$ cat src/rtl/imem_pkg.sv
// Shared definitions for the instruction memory and its loader.
package imem_pkg;

  typedef enum logic [1:0] {
    IDLE   = 2'd0,
    ACCEPT = 2'd1,
    WRITE  = 2'd2,
    DONE   = 2'd3
  } state_t;

  localparam int unsigned BYTES_PER_WORD    = 4;
  localparam int unsigned DEFAULT_MEM_BYTES = 128;

  // Big-endian byte k of a word (k=0 is the most significant byte).
  function automatic logic [7:0] word_byte(input logic [31:0] w, input logic [1:0] k);
    logic [7:0] b;
    case (k)
      2'd0:    b = w[31:24];
      2'd1:    b = w[23:16];
      2'd2:    b = w[15:8];
      default: b = w[7:0];
    endcase
    return b;
  endfunction

endpackage

$ cat src/rtl/imem_loader.sv
// Streams 32-bit instruction words into a byte-wide, big-endian memory port.
// Optional feature macro: IMEM_LOADER_CHECKSUM_EN (running sum of loaded words).
module imem_loader
  import imem_pkg::*;
#(
  parameter int unsigned MEM_BYTES = DEFAULT_MEM_BYTES,
  parameter int unsigned ADDR_W    = 32
) (
  input  logic              clk,
  input  logic              rst_n,
  input  logic              start,
  input  logic [ADDR_W-1:0] base_addr,
  input  logic              s_valid,
  output logic              s_ready,
  input  logic [31:0]       s_data,
  input  logic              s_last,
  output logic              mem_we,
  output logic [ADDR_W-1:0] mem_addr,
  output logic [7:0]        mem_wdata,
  output logic              busy,
  output logic              done,
  output logic              err,
  output logic [31:0]       word_count,
  output logic [31:0]       checksum
);

  localparam int unsigned CMP_W = ADDR_W + 1;
  localparam logic [CMP_W-1:0] LAST_BYTE = CMP_W'(MEM_BYTES - 1);
  localparam logic [CMP_W-1:0] WORD_SPAN = CMP_W'(BYTES_PER_WORD - 1);

  state_t              state_q, state_d;
  logic [ADDR_W-1:0]   ptr_q, ptr_d;
  logic [1:0]          idx_q, idx_d;
  logic [31:0]         word_q, word_d;
  logic                last_q, last_d;
  logic                err_q, err_d;
  logic [31:0]         count_q, count_d;
  logic                we_q, we_d;
  logic [ADDR_W-1:0]   addr_q, addr_d;
  logic [7:0]          wdata_q, wdata_d;
  logic                fits_c;
  logic                load_start_c;
  logic                word_done_c;

  // Overflow test done one bit wider so ptr+3 never wraps.
  assign fits_c       = (({1'b0, ptr_q} + WORD_SPAN) <= LAST_BYTE);
  assign load_start_c = (state_q == IDLE) && start;
  assign word_done_c  = (state_q == WRITE) && (idx_q == 2'd3);

  assign s_ready    = (state_q == ACCEPT);
  assign busy       = (state_q != IDLE);
  assign done       = (state_q == DONE);
  assign err        = err_q;
  assign word_count = count_q;
  assign mem_we     = we_q;
  assign mem_addr   = addr_q;
  assign mem_wdata  = wdata_q;

  // State and datapath registers.
  always_ff @(posedge clk or negedge rst_n) begin
    if (!rst_n) begin
      state_q <= IDLE;
      ptr_q   <= '0;
      idx_q   <= '0;
      word_q  <= '0;
      last_q  <= 1'b0;
      err_q   <= 1'b0;
      count_q <= '0;
      we_q    <= 1'b0;
      addr_q  <= '0;
      wdata_q <= '0;
    end else begin
      state_q <= state_d;
      ptr_q   <= ptr_d;
      idx_q   <= idx_d;
      word_q  <= word_d;
      last_q  <= last_d;
      err_q   <= err_d;
      count_q <= count_d;
      we_q    <= we_d;
      addr_q  <= addr_d;
      wdata_q <= wdata_d;
    end
  end

  // Next-state and next-output logic; the write port is registered one cycle ahead.
  always_comb begin
    state_d = state_q;
    ptr_d   = ptr_q;
    idx_d   = idx_q;
    word_d  = word_q;
    last_d  = last_q;
    err_d   = err_q;
    count_d = count_q;
    we_d    = 1'b0;
    addr_d  = addr_q;
    wdata_d = wdata_q;

    case (state_q)
      IDLE: begin
        if (start) begin
          ptr_d   = base_addr & ~ADDR_W'(BYTES_PER_WORD - 1);
          err_d   = 1'b0;
          count_d = '0;
          state_d = ACCEPT;
        end
      end
      ACCEPT: begin
        if (s_valid) begin
          word_d = s_data;
          last_d = s_last;
          if (fits_c) begin
            idx_d   = 2'd0;
            we_d    = 1'b1;
            addr_d  = ptr_q;
            wdata_d = word_byte(s_data, 2'd0);
            state_d = WRITE;
          end else begin
            err_d   = 1'b1;
            state_d = DONE;
          end
        end
      end
      WRITE: begin
        if (idx_q != 2'd3) begin
          idx_d   = idx_q + 2'd1;
          we_d    = 1'b1;
          addr_d  = ptr_q + ADDR_W'(idx_d);
          wdata_d = word_byte(word_q, idx_d);
        end else begin
          ptr_d   = ptr_q + ADDR_W'(BYTES_PER_WORD);
          count_d = count_q + 32'd1;
          state_d = last_q ? DONE : ACCEPT;
        end
      end
      default: begin
        state_d = IDLE;
      end
    endcase
  end

`ifdef IMEM_LOADER_CHECKSUM_EN
  logic [31:0] sum_q;

  // Wrap-around sum of written words, updated alongside word_count.
  always_ff @(posedge clk or negedge rst_n) begin
    if (!rst_n) begin
      sum_q <= '0;
    end else if (load_start_c) begin
      sum_q <= '0;
    end else if (word_done_c) begin
      sum_q <= sum_q + word_q;
    end
  end

  assign checksum = sum_q;
`else
  logic unused_c;
  assign unused_c = load_start_c ^ word_done_c;
  assign checksum = '0;
`endif

endmodule

$ cat config.mk
export PLATFORM = sky130hd
export DESIGN_NAME = imem_loader
export DESIGN_NICKNAME = d
export VERILOG_FILES = /design/src/rtl/imem_pkg.sv /design/src/rtl/imem_loader.sv
export SDC_FILE = /design/constraint.sdc
export NUM_CORES = 1
export LEC_CHECK = 0
export ABC_AREA = 1
export CAP_MARGIN = 20
export CORE_MARGIN = 4
export CORE_UTILIZATION = 52
export DETAILED_ROUTE_END_ITERATION = 8
export PLACE_DENSITY_LB_ADDON = 0.08
export SLEW_MARGIN = 20
export SYNTH_ARGS = -nofsm -noshare
export SYNTH_HDL_FRONTEND = slang
export SYNTH_SLANG_ARGS = --single-unit
$ cat constraint.sdc
create_clock -name clk -period 2.2 [get_ports clk]
set_clock_uncertainty 0.1 [all_clocks]
set_input_delay 0.33 -clock clk [delete_from_list [all_inputs] [get_ports clk]]
set_output_delay 0.33 -clock clk [all_outputs]
set_load 0.05 [all_outputs]
# Word-level counts from Yosys, hierarchy flattened
# Cells that the tools add are included.
[op_classes] order_cmp=1 addsub=5 eq_ne=12 mux=33 n_reduce_logical=11
[ops] operator="$mux 32" n=7
[ops] operator="$pmux 32 s2" n=3
[ops] operator="$add 32x2->33 const B" n=1
[ops] operator="$le 33x7->1 const B" n=1
[ops] operator="$add 32x1->32 const B" n=1
[ops] operator="$add 32x2->32" n=1
[ops] operator="$add 32x3->32 const B" n=1
[ops] operator="$mux 8" n=3
[ops] operator="$pmux 8 s3" n=1
[ops] operator="$pmux 8 s2" n=1
[ops] operator="$mux 2" n=7
[ops] operator="$ne 2x2->1 const B" n=5
[ops] operator="$reduce_and 4->1" n=2
[ops] operator="$reduce_bool 2->1" n=4
[ops] operator="$mux 1" n=7
[ops] operator="$eq 2x2->1 const B" n=3
[ops] operator="$pmux 2 s3" n=1
[ops] operator="$reduce_and 3->1" n=2
[ops] operator="$eq 2x1->1 const B" n=2
[ops] operator="$logic_not 2->1" n=2
[ops] operator="$ne 2x1->1 const B" n=2
[ops] operator="$pmux 1 s2" n=2
[ops] operator="$pmux 2 s2" n=1
[ops] operator="$add 2x1->2 const B" n=1
[ops] operator="$reduce_and 2->1" n=1
[word_totals] word_cells=72 register_bits=143 out_inout_bits=109 in_bits=69

# Logic depth before layout (Yosys ltp)
# Gate-level depths: netlist of the first run.
[depth] word_depth=5 mapped_depth=13 ltp_nobuf=12

# Least setup slack after synthesis of the first run
# Ideal clock, no wire load.
[synth_path] kind="reg-to-reg" start="register state_q[1]" end="register last_q" path_buffers=1 setup_slack_ps=86 setup_ps=125 required_ps=1975 path_stages_with_launch=6 t_arrival_ps=1889 cell_sequence="dfrtp_1 inv_1 ha_1 nand2_1 buf_2 mux2_2"
[synth_between] elab_chain_cells=2
[synth_rtl] element="start, declared" line_no="imem_loader.sv:31" rtl="state_t state_q, state_d;"
[synth_rtl] element="start signal, assigned" line_no="imem_loader.sv:73" rtl="state_q <= state_d;"
[synth_rtl] element="$eq 2x1->1"
[synth_rtl] element="net s_ready" line_no="imem_loader.sv:14" rtl="output logic s_ready,"
[synth_rtl] element="$reduce_and 2->1 (no line)"
[synth_rtl] element="end signal, assigned" line_no="imem_loader.sv:77" rtl="last_q <= last_d;"
[synth_rtl] element="end, declared" line_no="imem_loader.sv:35" rtl="logic last_q, last_d;"
# The timed path passes the listed nets, and every way through them passes these cells.
# A chain may end at the register's enable or synchronous reset.

# Worst setup path after layout of the first run
[layout_path] start="register count_q[14] (netlist: word_count[14])" end="output port word_count[14]"
[layout_rtl] element="start, declared" line_no="imem_loader.sv:37" rtl="logic [31:0] count_q, count_d;"
[layout_rtl] element="start signal, assigned" line_no="imem_loader.sv:79" rtl="count_q <= count_d;"
[layout_rtl] element="end, declared" line_no="imem_loader.sv:23" rtl="output logic [31:0] word_count,"
# No word-level cell between the ends.

==> summary.md, run 1 <==
| Metric | Value |
|---|---|
| Outcome | `completed` |
| Area of the multi-input gates | `4190 um2` |
| Synth Register Bits | `~140` |
| Share of the yosys chip area belonging to registers | `0.420` |
| Slew Viols, Final | `0` |
| Worst Tran Pin Value | `0.608 ns` |
| Clock Latency Late Sink | `0.42 ns` |
| Final nets | `1,411` |
| Post-DP HPWL | `roughly 18,000 um` |
| Max_slew headroom | `0.593` |
| R2r startpoint | `state_q[1]$_DFFE_PN0P_` |
| Mapped Cells | `1,161` |
| CP peak stage delay | `0.85 ns` |
| Vias | `8,158` |
| Post-synthesis area per instance | `7.23 um2` |
| CTS tree | `built` |
| Area grow syn2layout | `28.3%` |
| DR pass1 iterations | `6` |
| Root buffer cell | `clkbuf_16` |
| Depth of the CTS H-tree | `4` |
| CP Data Arrival Time | `~1.7 ns` |
| Largest net degree at the start of global routing | `52` |
| # rows | `46` |
| Initial antenna violation count | `0` |
| Hold WC Path Type | `in -> async` |
| Vias in the first global route | `7,779` |
| Max frequency | `between 0.4 and 0.5 GHz` |
| Leakage | `5.07 nW` |
| Net Sw Power | `6.70 mW` |
| Design Area, Final | `approximately 11,000 um2` |
| Setup TNS | `0 ns` |
| Worst vdd ir | `1.37 mV` |
| Die area | `18,200 um2` |
| IO Count | `178` |
| Crit-path cells | `clkdlybuf4s50_1` |
| GRT Resource Usage Total | `0.278` |
| I/O Buffers | `approximately 140` |
| Fillers | `1,398` |
| Critical path class | `reg -> out` |
| Sw Ratio | `0.461` |
| Worst Reg-to-Reg Cells | `10` |
| Global route overflow | `0` |
| Post-route antenna net violation count | `0` |
| Ant diodes | `0` |
| Area of the mapped netlist | `8400 um2` |
| Post-layout min period | `2.16 ns` |
| Startpoint class of the critical path | `flip-flop` |
| Clk pwr share | `0.187` |
| Fraction of layout cells with a size suffix above 1 | `0.0985` |
| Crit Path Max Fanout | `5` |
| First-pass GRT wire length | `40,200 um` |
| Internal reg-to-reg setup slack | `0.14 ns` |
| Initial Util | `0.530` |
| Final Hold Viols | `0` |
| Avg WL per Cell | `16.0 um` |
| Clock Tree Buf Depth | `2` |
| Required @ worst endpoint | `1.77 ns` |
| Total design power | `14.5 mW` |
| Vias per cell | `5.24` |
| Routed WL | `~25,000 um` |
| PD cells | `1350 nW/um2` |
| Crit path max-delay family | `buffers and inverters` |
| Core area | `15,800 um2` |
| DR DRC count | `0` |
| RSZ-0062 raised after global routing | `false` |
| Die Span Y | `135 um` |
| TritonCTS Buffers | `17` |
| Placed cell area | `between 10,000 and 15,000 um2` |
| Storage cell area | `between 3000 and 4000 um2` |
| CP Capture Type | `output pin` |
| Die X | `135 um` |
| Max-Cap Viols | `0` |
| Final setup fails | `0` |
| R2r endpoint | `word_count[4]$_DFFE_PN0P_` |
| CTS sink count | `141` |
| Initial DRC count | `about 700` |
| Yosys warns | `0` |
| Yosys cell types | `46` |
| Comb power frac | `0.518` |
| Flop pwr share | `0.295` |
| Tcrit/Tclk final | `0.981` |
| Gpl congestion | `0.948` |
| Critical-path top delay cell | `clkdlybuf4s50_1` |
| Worst-path clk slew | `0.06 ns` |
| CP Buf/Inv Count | `1` |
| P_int | `a little under 8 mW` |
[power groups by stage]
stage / clock network (mW) / logic, mW / registers (mW)
finish: 2.72 / 7.53 / 4.29
global route: 2.86 / 8.24 / 4.41
CTS: 2.74 / 7.45 / 4.27
detailed placement: 0 / 7.42 / 4.31
global placement: 0 / 7.32 / 4.27
floorplan: 0 / 3.98 / 5.35
[area by class of cell]
cell class | count | area share
repair buffers | 189 | 0.174
well taps | 216 | 0.0251
flip-flops and latches | 141 | 0.328
clock buffers | 24 | 0.0447
clock inverters | 6 | 0.00581
inverters | 95 | 0.0337
multi-input cells | 885 | 0.389
[metal layers]
| layer | up-vias | global-route usage | routed length, um | share of wire |
|---|---|---|---|---|
| met5 | - | 0 | 0 | 0 |
| met2 | 288 | 0.459 | 12000 | 0.48 |
| li1 | 3998 | - | - | - |
| met4 | 0 | 0.0834 | 569 | 0.023 |
| met1 | 3834 | 0.374 | 11000 | 0.44 |
| met3 | 38 | 0.0540 | 1350 | 0.054 |
[Yosys cell counts (all sizes together)]
library cell / number / area [um2]
mux2: 22 / 248
inv: 94 / 353
conb: 1 / 3.75
o21ai: 55 / 279
clkbuf: 16 / 61.3
a22oi: 7 / 52.6
nand3: 70 / 355
nand3b: 3 / 22.5
nor3b: 1 / 7.51
o31ai: 1 / 7.51
nor4: 1 / 6.26
dfrtp: 141 / 3530
a31oi: 1 / 6.26
buf: 56 / 407
nand2: 418 / 1600
o211ai: 1 / 7.51
and3: 1 / 6.26
ha: 13 / 163
a21oi: 21 / 109
a22o: 1 / 8.76
xnor2: 2 / 17.5
o221ai: 1 / 8.76
o21a: 3 / 22.5
o21bai: 2 / 15.0
nor3: 21 / 115
or2: 1 / 6.26
nor2: 150 / 606
and2: 1 / 6.26
o22ai: 14 / 87.6
xor2: 7 / 61.3
clkinv: 1 / 3.75
nand4: 34 / 213
[timing repair]
action	4_1_cts	5_1_grt
endpoints found under the setup margin	0	29
buffers inserted	0	1
hold buffers	1	0
gates resized for setup	0	13
endpoints found under the hold margin	46	0
[placed cells by master, fill, tap and decap left out, types with 2 or more instances in the layout]
cell,n
a21oi_1,20
a22oi_1,7
buf_12,7
buf_4,39
buf_6,4
clkbuf_1,4
clkbuf_16,17
clkbuf_8,3
clkdlybuf4s50_1,135
clkinv_2,2
clkinvlp_4,4
conb_1,33
dfrtp_1,141
dlymetal6s2s_1,3
ha_1,12
inv_1,89
inv_2,3
mux2_2,22
nand2_1,409
nand2_2,7
nand2_4,2
nand3_1,68
nand3_2,2
nand3b_1,3
nand4_1,34
nor2_1,139
nor2_2,6
nor2_4,5
nor3_1,18
nor3_2,3
o21a_1,3
o21ai_0,53
o21bai_1,2
o22ai_1,14
xnor2_1,2
xor2_1,7
[stage by stage]
stage / instances / worst slack [ns] / util / hold slack, ns
global route: 1556 / 0.00138 / 0.680 / 0.343
floorplan: 1193 / 0.0863 / - / -0.0656
CTS: 1555 / 0.0153 / 0.676 / 0.335
detailed placement: 1524 / 0.0210 / 0.641 / 0.205
finish: 1556 / 0.0417 / 0.680 / 0.306
global placement: 1524 / 0.0997 / 0.641 / 0.205
[cell families (layout without fill, tap and decap cells)]
| family | after synthesis | count (layout) | share of synthesized area |
|---|---|---|---|
| flip-flops | 141 | 141 | 0.420 |
| adder cells (fa/ha/maj) | 13 | 13 | 0.0194 |
| AO/OA/AOI/OAI | 107 | 107 | 0.0720 |
| buffers and inverters | 167 | 314 | 0.0982 |
| AND/OR/NAND/NOR | 701 | 701 | 0.351 |
| XOR/XNOR | 9 | 9 | 0.00939 |
| other | 1 | 33 | 0.000447 |
| multiplexers | 22 | 22 | 0.0295 |
[state kept, by name (all words and copies together), names as in the netlist]
name        flops
state_q         2
mem_we          1
ptr_q          30
word_q         32
idx_q           2
mem_wdata       8
last_q          1
word_count     32
err             1
mem_addr       32
[how the worst max path moves through the flow]
stage	start	endpoint	cells after the start	slack [ns]
finish	word_count[14]$_DFFE_PN0P_	word_count[14]	1	0.04
global route	word_count[14]$_DFFE_PN0P_	word_count[14]	1	0.001
CTS	state_q[0]$_DFFE_PN0P_	ptr_q[21]$_DFFE_PN0P_	10	0.02
detailed placement	state_q[0]$_DFFE_PN0P_	ptr_q[21]$_DFFE_PN0P_	10	0.02
global placement	state_q[0]$_DFFE_PN0P_	word_count[17]$_DFFE_PN0P_	10	0.1
floorplan	state_q[1]$_DFFE_PN0P_	last_q$_DFFE_PN0P_	5	0.09
(Power assumes the default switching activity.)
==> run 2: changes to the inputs <==
--- a/config.mk
+++ b/config.mk
@@ -7,7 +7,6 @@
 export LEC_CHECK = 0
 export ABC_AREA = 1
 export CAP_MARGIN = 20
-export CORE_MARGIN = 4
 export CORE_UTILIZATION = 52
 export DETAILED_ROUTE_END_ITERATION = 8
 export PLACE_DENSITY_LB_ADDON = 0.08
==> run 2 against run 1 <==
Total power increased by 1.6%; worst hold slack got worse by 0.028 ns; sequential share of layout area about the same; via count decreased by 0.12%; final area about the same; sequential cell count unchanged; first-iteration DRC count decreased by 14%; routed wire length decreased by 1.3%; core utilization increased by 0.055 points; final cell count decreased by 0.39%; critical path depth unchanged; highest routed layer unchanged.
==> summary.md, run 2 (synthesized netlist as in run 1, its figures left out) <==
| Metric | Value |
|---|---|
| Post-route setup slack | `0.0491 ns` |
| Largest net degree at the start of global routing | `50` |
| CP peak stage delay | `0.85 ns` |
| R2r startpoint | `state_q[0]$_DFFE_PN0P_` |
| Routed WL | `24,600 um` |
| WP depth | `1` |
| Ant diodes | `0` |
| CP Capture Type | `output pin` |
| TritonCTS Buffers | `17` |
| IO Count | `178` |
| Clock Tree Buf Depth | `2` |
| Final non-filler cell total | `between 1,500 and 2,000` |
| Crit-path cells | `clkdlybuf4s50_1` |
| Most common cell after layout, fill and taps aside | `nand2_1` |
| Final setup fails | `0` |
| Sw Ratio | `0.471` |
| Clock Latency Late Sink | `0.43 ns` |
| CP Buf/Inv Count | `1` |
| Vias in the first global route | `around 7,600` |
| Core area | `around 16,000 um2` |
| Slew Viols, Final | `0` |
| Die Span Y | `approximately 130 um` |
| Pre-CTS setup slack | `between 0.04 and 0.05 ns` |
| Max_slew headroom | `0.629` |
| Post-DP HPWL | `17,900 um` |
| Final nets | `1,403` |
| I/O Buffers | `143` |
| Crit path max-delay family | `buffers and inverters` |
| Post-route antenna net violation count | `0` |
| Avg WL per Cell | `~16 um` |
| Vias per cell | `5.26` |
| Clk pwr share | `0.195` |
| P_int | `a little under 8 mW` |
| GRT Resource Usage Total | `0.307` |
| Critical path class | `reg -> out` |
| Initial DRC count | `between 600 and 700` |
| # rows | `46` |
| Net Sw Power | `roughly 7 mW` |
| Die X | `approximately 130 um` |
| Worst-path clk slew | `about 0.07 ns` |
| First-pass GRT wire length | `39,000 um` |
| Crit Path Max Fanout | `5` |
| Vias | `roughly 8,000` |
| Hold WC Path Type | `in -> async` |
| Flop pwr share | `0.296` |
| Minimum hold slack | `0.278 ns` |
| Comb power frac | `0.509` |
| Global route overflow | `0` |
| Initial Util | `0.530` |
| Most frequent cells in the layout | `409 x nand2_1, 140 x dfrtp_1, 138 x nor2_1` |
| Worst Reg-to-Reg Cells | `10` |
| Final Hold Viols | `0` |
| DR pass1 iterations | `6` |
| Root buffer cell | `clkbuf_16` |
| Gpl congestion | `0.923` |
| Initial antenna violation count | `0` |
| Post-layout min period | `roughly 2.2 ns` |
| Fraction of layout cells with a size suffix above 1 | `0.0990` |
| Critical-path top delay cell | `clkdlybuf4s50_1` |
| Area grow syn2layout | `28.4%` |
| R2r endpoint | `word_count[4]$_DFFE_PN0P_` |
| Fillers | `roughly 1,400` |
| Required @ worst endpoint | `1.77 ns` |
| Dpl cells | `roughly 1,500` |
| PD cells | `approximately 1400 nW/um2` |
| DR DRC count | `0` |
| CTS tree | `built` |
| Layout Utilization | `0.681` |
| Die area | `around 17,000 um2` |
| Leakage | `5.09 nW` |
| Outcome | `completed` |
| Depth of the CTS H-tree | `4` |
| Tcrit/Tclk final | `0.978` |
| Startpoint class of the critical path | `flip-flop` |
| Worst Tran Pin Value | `~0.56 ns` |
| Max frequency | `0.465 GHz` |
| End point of the critical path | `word_count[17]` |
| Internal reg-to-reg setup slack | `0.10 ns` |
| CP Data Arrival Time | `1.72 ns` |
| CTS sink count | `141` |
| Max-Cap Viols | `0` |
| Crit path from | `word_count[17]$_DFFE_PN0P_` |
| Worst vdd ir | `0.996 mV` |
[run 2: cell types whose count changed in the layout (fill, tap and decap cells not counted), moves of 2 or more]
| cell | previous run | this run |
|---|---|---|
| buf_4 | 39 | 30 |
| clkbuf_1 | 4 | 0 |
| clkinv_4 | 0 | 4 |
| inv_6 | 0 | 4 |
| inv_8 | 0 | 3 |
| clkbuf_8 | 3 | 1 |
| clkdlybuf4s50_1 | 135 | 133 |
| clkinv_2 | 2 | 0 |
| dlymetal6s2s_1 | 3 | 5 |
| nor2_2 | 6 | 8 |
[run 2: area by class of cell]
cell class | instances | area [um2] | share of cell area
multi-input combinational | 885 | 4190 | 0.389
sequential | 141 | 3530 | 0.328
timing repair buffer | 181 | 1830 | 0.170
clock buffer | 18 | 439 | 0.0408
inverter | 95 | 363 | 0.0337
tap | 216 | 270 | 0.0251
clock inverter | 14 | 149 | 0.0138
[run 2: how the worst min path moves through the flow]
stage	from	to	cells past startpoint
6_report	rst_n	mem_addr[22]$_DFFE_PN0P_	2
5_1_grt	rst_n	mem_addr[22]$_DFFE_PN0P_	2
4_1_cts	rst_n	mem_addr[24]$_DFFE_PN0P_	2
3_5_place_dp	rst_n	mem_addr[24]$_DFFE_PN0P_	1
3_3_place_gp	rst_n	mem_addr[24]$_DFFE_PN0P_	1
2_1_floorplan	rst_n	err$_DFFE_PN0P_	0
[run 2: per-stage QoR]
stage	instance area [um2]	power, mW	setup TNS [ns]
floorplan	8520	9.33	0
global placement	10100	11.5	0
detailed placement	10100	11.7	0
CTS	10700	14.6	0
global route	10800	15.7	-0.0176
finish	10800	14.8	0
[run 2: power by group through the flow]
stage | Clock [mW] | Combinational [mW] | Sequential, mW
6_report | 2.88 | 7.52 | 4.37
5_1_grt | 3.03 | 8.19 | 4.48
4_1_cts | 2.93 | 7.33 | 4.36
3_5_place_dp | 0 | 7.30 | 4.38
3_3_place_gp | 0 | 7.19 | 4.35
2_1_floorplan | 0 | 3.98 | 5.35
[run 2: layer usage]
layer | share of wire | vias up | wire length [um] | track usage
li1 | - | 3973 | - | -
met1 | 0.44 | 3808 | 10800 | 0.408
met2 | 0.47 | 322 | 11600 | 0.501
met3 | 0.060 | 45 | 1470 | 0.0528
met4 | 0.029 | 0 | 703 | 0.122
met5 | 0 | - | 0 | 0
[run 2: timing repair]
action | CTS | global route
pin swaps | 0 | 2
resized for setup | 1 | 17
endpoints found under the setup margin | 1 | 73
hold buffers | 1 | 0
setup buffers | 0 | 2
hold endpoints to repair | 38 | 0
==> RTL change 1, RTL diff (flow settings as in run 1) <==
Build with the macro `IMEM_LOADER_CHECKSUM_EN` defined.
--- a/src/rtl/imem_loader.sv
+++ b/src/rtl/imem_loader.sv
@@ -1,5 +1,7 @@
 // Streams 32-bit instruction words into a byte-wide, big-endian memory port.
 // Optional feature macro: IMEM_LOADER_CHECKSUM_EN (running sum of loaded words).
+`define IMEM_LOADER_CHECKSUM_EN
+
 module imem_loader
   import imem_pkg::*;
 #(
Behaviour: not the same (Yosys sat finds a counterexample within 10 cycles, from zero or initial values and one cycle with rst_n low).
==> RTL change 1 against run 1 <==
  * Synthesized area rose by 37%
  * Power rose by 27%
  * Sequential share of layout area fell by 3.5 points
  * Cell area rose by 38%
  * Wire length rose by 52%
  * Setup slack improved by 0.67 ps
  * Largest power group unchanged
  * Sequential cell count rose by 32
  * Sequential power rose by 23%
==> RTL change 1: results (changes against run 1) <==
wl_met2_um: 16700  # +40%
pwr-share-seq: 0.287  # -0.008
status: "finished clean"
use_met1: 0.428  # +0.0536
io_buffer_count: 175  # +22%
comb_power_mw: 10.1  # +34%
fillCellCount: 1902  # +36%
max-vdd-ir-drop_v: 0.000800  # -42%
top_layer: "met5"
yosysSeqAreaShare: 0.377  # -0.0437
synthMuxAreaShare: 0.0196  # -0.00992
wire_per_inst_um: 17.2  # +7.7%
gp_congestion: 1.02  # +7.5%
r2r_end: "checksum[28]"
final_nets: 2010  # +42%
hpwlAfterDp_um: 28600  # +56%
cts_resized: 7  # +7
cts_setup_buffers: 2  # +2
regToRegSetupSlack_ps: 110  # -30 ps
synth_compound_area_frac: 0.112  # +0.0404
reg2regPathDepth: 13  # +3
synthTopCellsByCount: "558 x nand2_1, 235 x inv_1, 173 x dfrtp_1, 170 x nor2_1, 103 x o21ai_0"
path_clk_slew_ps: 80  # +20 ps
synth_xor_area_frac: 0.0190  # +0.00966
max_slew_margin: 0.596  # +0.00308
route.met3.wl_um: 3420  # +150%
grt_max_degree: 49  # -5.8%
cellLeakagePower_nw: 7.59  # +50%
p_int_mw: 9.34  # +19%
multi_input_area_um2: 6240  # +49%
inv_count: 238  # +150%
[RTL change 1: cell count changes in the layout (fill, tap and decap cells not counted), moves of 26 or more]
cell,run 1,this run
conb_1,33,1
o21ai_0,53,100
dfrtp_1,141,171
nand2_1,409,552
nor2_1,139,165
a21oi_1,20,68
inv_1,89,232
[RTL change 1: through the flow]
step | hold slack, ps | worst slack [ps]
5_1_grt | 329 | -49.2
3_5_place_dp | 220 | -73.5
2_1_floorplan | -65.6 | 47.6
3_3_place_gp | 210 | -8.34
6_report | 299 | 42.3
4_1_cts | 307 | 0.773
[RTL change 1: worst max path at each step]
stage / startpoint / to / slack [ps] / cells after the start
6_report: word_count[18] / word_count[18] / 40 / 1
5_1_grt: state_q[1] / word_count[12] / -50 / 12
4_1_cts: word_count[1] / word_count[1] / 0.8 / 1
3_5_place_dp: state_q[0] / checksum[10] / -70 / 9
3_3_place_gp: state_q[0] / checksum[15] / -8 / 9
2_1_floorplan: checksum[1] / checksum[28] / 50 / 12
==> RTL change 2, RTL diff (config.mk and constraints of run 1) <==
Without the edit above. Encoding of `state_t`: now Gray code (2 bits for 4 states).
--- a/src/rtl/imem_pkg.sv
+++ b/src/rtl/imem_pkg.sv
@@ -2,10 +2,10 @@
 package imem_pkg;
 
   typedef enum logic [1:0] {
-    IDLE   = 2'd0,
-    ACCEPT = 2'd1,
-    WRITE  = 2'd2,
-    DONE   = 2'd3
+    IDLE   = 2'b00,
+    ACCEPT = 2'b01,
+    WRITE  = 2'b11,
+    DONE   = 2'b10
   } state_t;
 
   localparam int unsigned BYTES_PER_WORD    = 4;
Behaviour: no difference found for any inputs over 10 cycles, from zero or initial values and one cycle with rst_n low; not proved beyond that.
==> RTL change 2 against run 1 <==
  * Combinational power down 36%
  * Synthesized area down 0.58%
  * Highest routed layer unchanged
  * Power down 17%
  * Sequential cell count did not move
  * Largest cell class unchanged
  * Hold slack improved by 9.2 ps
  * Sequential power is 3% lower
  * Wire length down 4.5%
  * Setup slack improved by 6.1 ps
  * Critical endpoint is now word_count[21]
  * Via count is 1.4% higher
  * Cell area shrank 1.0%
==> RTL change 2: results (changes against run 1) <==
route.met3.wl_um: 1280  # -5.0%
endpoint: "word_count[21]"
syn_inst: 1201  # +3.4%
cp-startpoint: "word_count[21]"
placed_area_um2: 10000  # -1.4%
met3_usage: 0.0428  # -0.0112
fillCellCount: 1456  # +4.1%
worstReg2RegStart: "idx_q[0]"
dp_slack_ps: 152  # +131 ps
synthMuxAreaShare: 0  # -0.0295
synth_xor_area_frac: 0.0105  # +0.00110
post-route-min-period_ps: 2150  # -6.10 ps
wl_met2_um: 11400  # -4.7%
hold_slack_ps: 315  # +9.17 ps
finalNonFillerCells: 1577  # +1.3%
gp_congestion: 0.924  # -2.5%
synthAdderAreaFrac: 0.0120  # -0.00738
yosysSeqAreaShare: 0.423  # +0.00246
synth.distinct_cells: 39  # -15%
max_slew_margin: 0.641  # +0.0473
final_nets: 1425  # +0.99%
routed_wirelength_um: 23800  # -4.5%
hpwlAfterDp_um: 17300  # -6.2%
r2r_end: "mem_wdata[4]"
num_vias: 8270  # +1.4%
status: "finished clean"
grt_pass1_wl_um: 39200  # -2.5%
cts_resized: 2  # +2
use_met1: 0.364  # -0.0104
grt_max_degree: 89  # +71%
use_met2: 0.436  # -0.0228
grt_util_all_layers: 0.268  # -0.0102
drt_iter0_drc: 741  # +5.7%
grt_pass1_vias: 7840  # +0.78%
drt-met1-wl_um: 10400  # -5.6%
synth.area.top_cells: "dfrtp_1 42%, nand2_1 19%, nor2_1 7.1%"
max-vdd-ir-drop_v: 0.00105  # -23%
path_max_fanout: 6  # +1
synth_compound_area_frac: 0.0821  # +0.0102
synthTopCellsByCount: "419 x nand2_1, 158 x nor2_1, 141 x dfrtp_1, 112 x nand3_1, 86 x inv_1"
reg2regPathDepth: 7  # -3
## RTL change 2: cell types whose count changed in the layout (fill, tap and decap cells not counted), moves of 6 or more
cell      change
a21oi_1       +6
a31oi_1       +6
buf_4        -16
clkinv_4      +6
mux2_2       -22
nand2_1      +10
nand3_1      +44
nand4_1      -16
nor2_1       +19
nor3_1        -7
o21ai_0      +15
o21ai_1       +8
o22ai_1       -7
## RTL change 2: report_power, final
group | internal [mW] | total [mW] | leakage, nW | switching (mW)
clock network | 1.85 | 3.01 | 0.295 | 1.16
logic | 1.65 | 4.85 | 2.96 | 3.20
registers | 3.38 | 4.16 | 1.76 | 0.779
total | 6.88 | 12.0 | 5.01 | 5.14
## RTL change 2: final cells by class
class                      count  area [um^2]  share of cell area
tap                          216          270              0.0254
inverter                      93          358              0.0336
clock buffer                  19          453              0.0425
sequential                   141         3530               0.331
multi-input combinational    923         4130               0.388
clock inverter                13          166              0.0156
timing repair buffer         172         1750               0.164
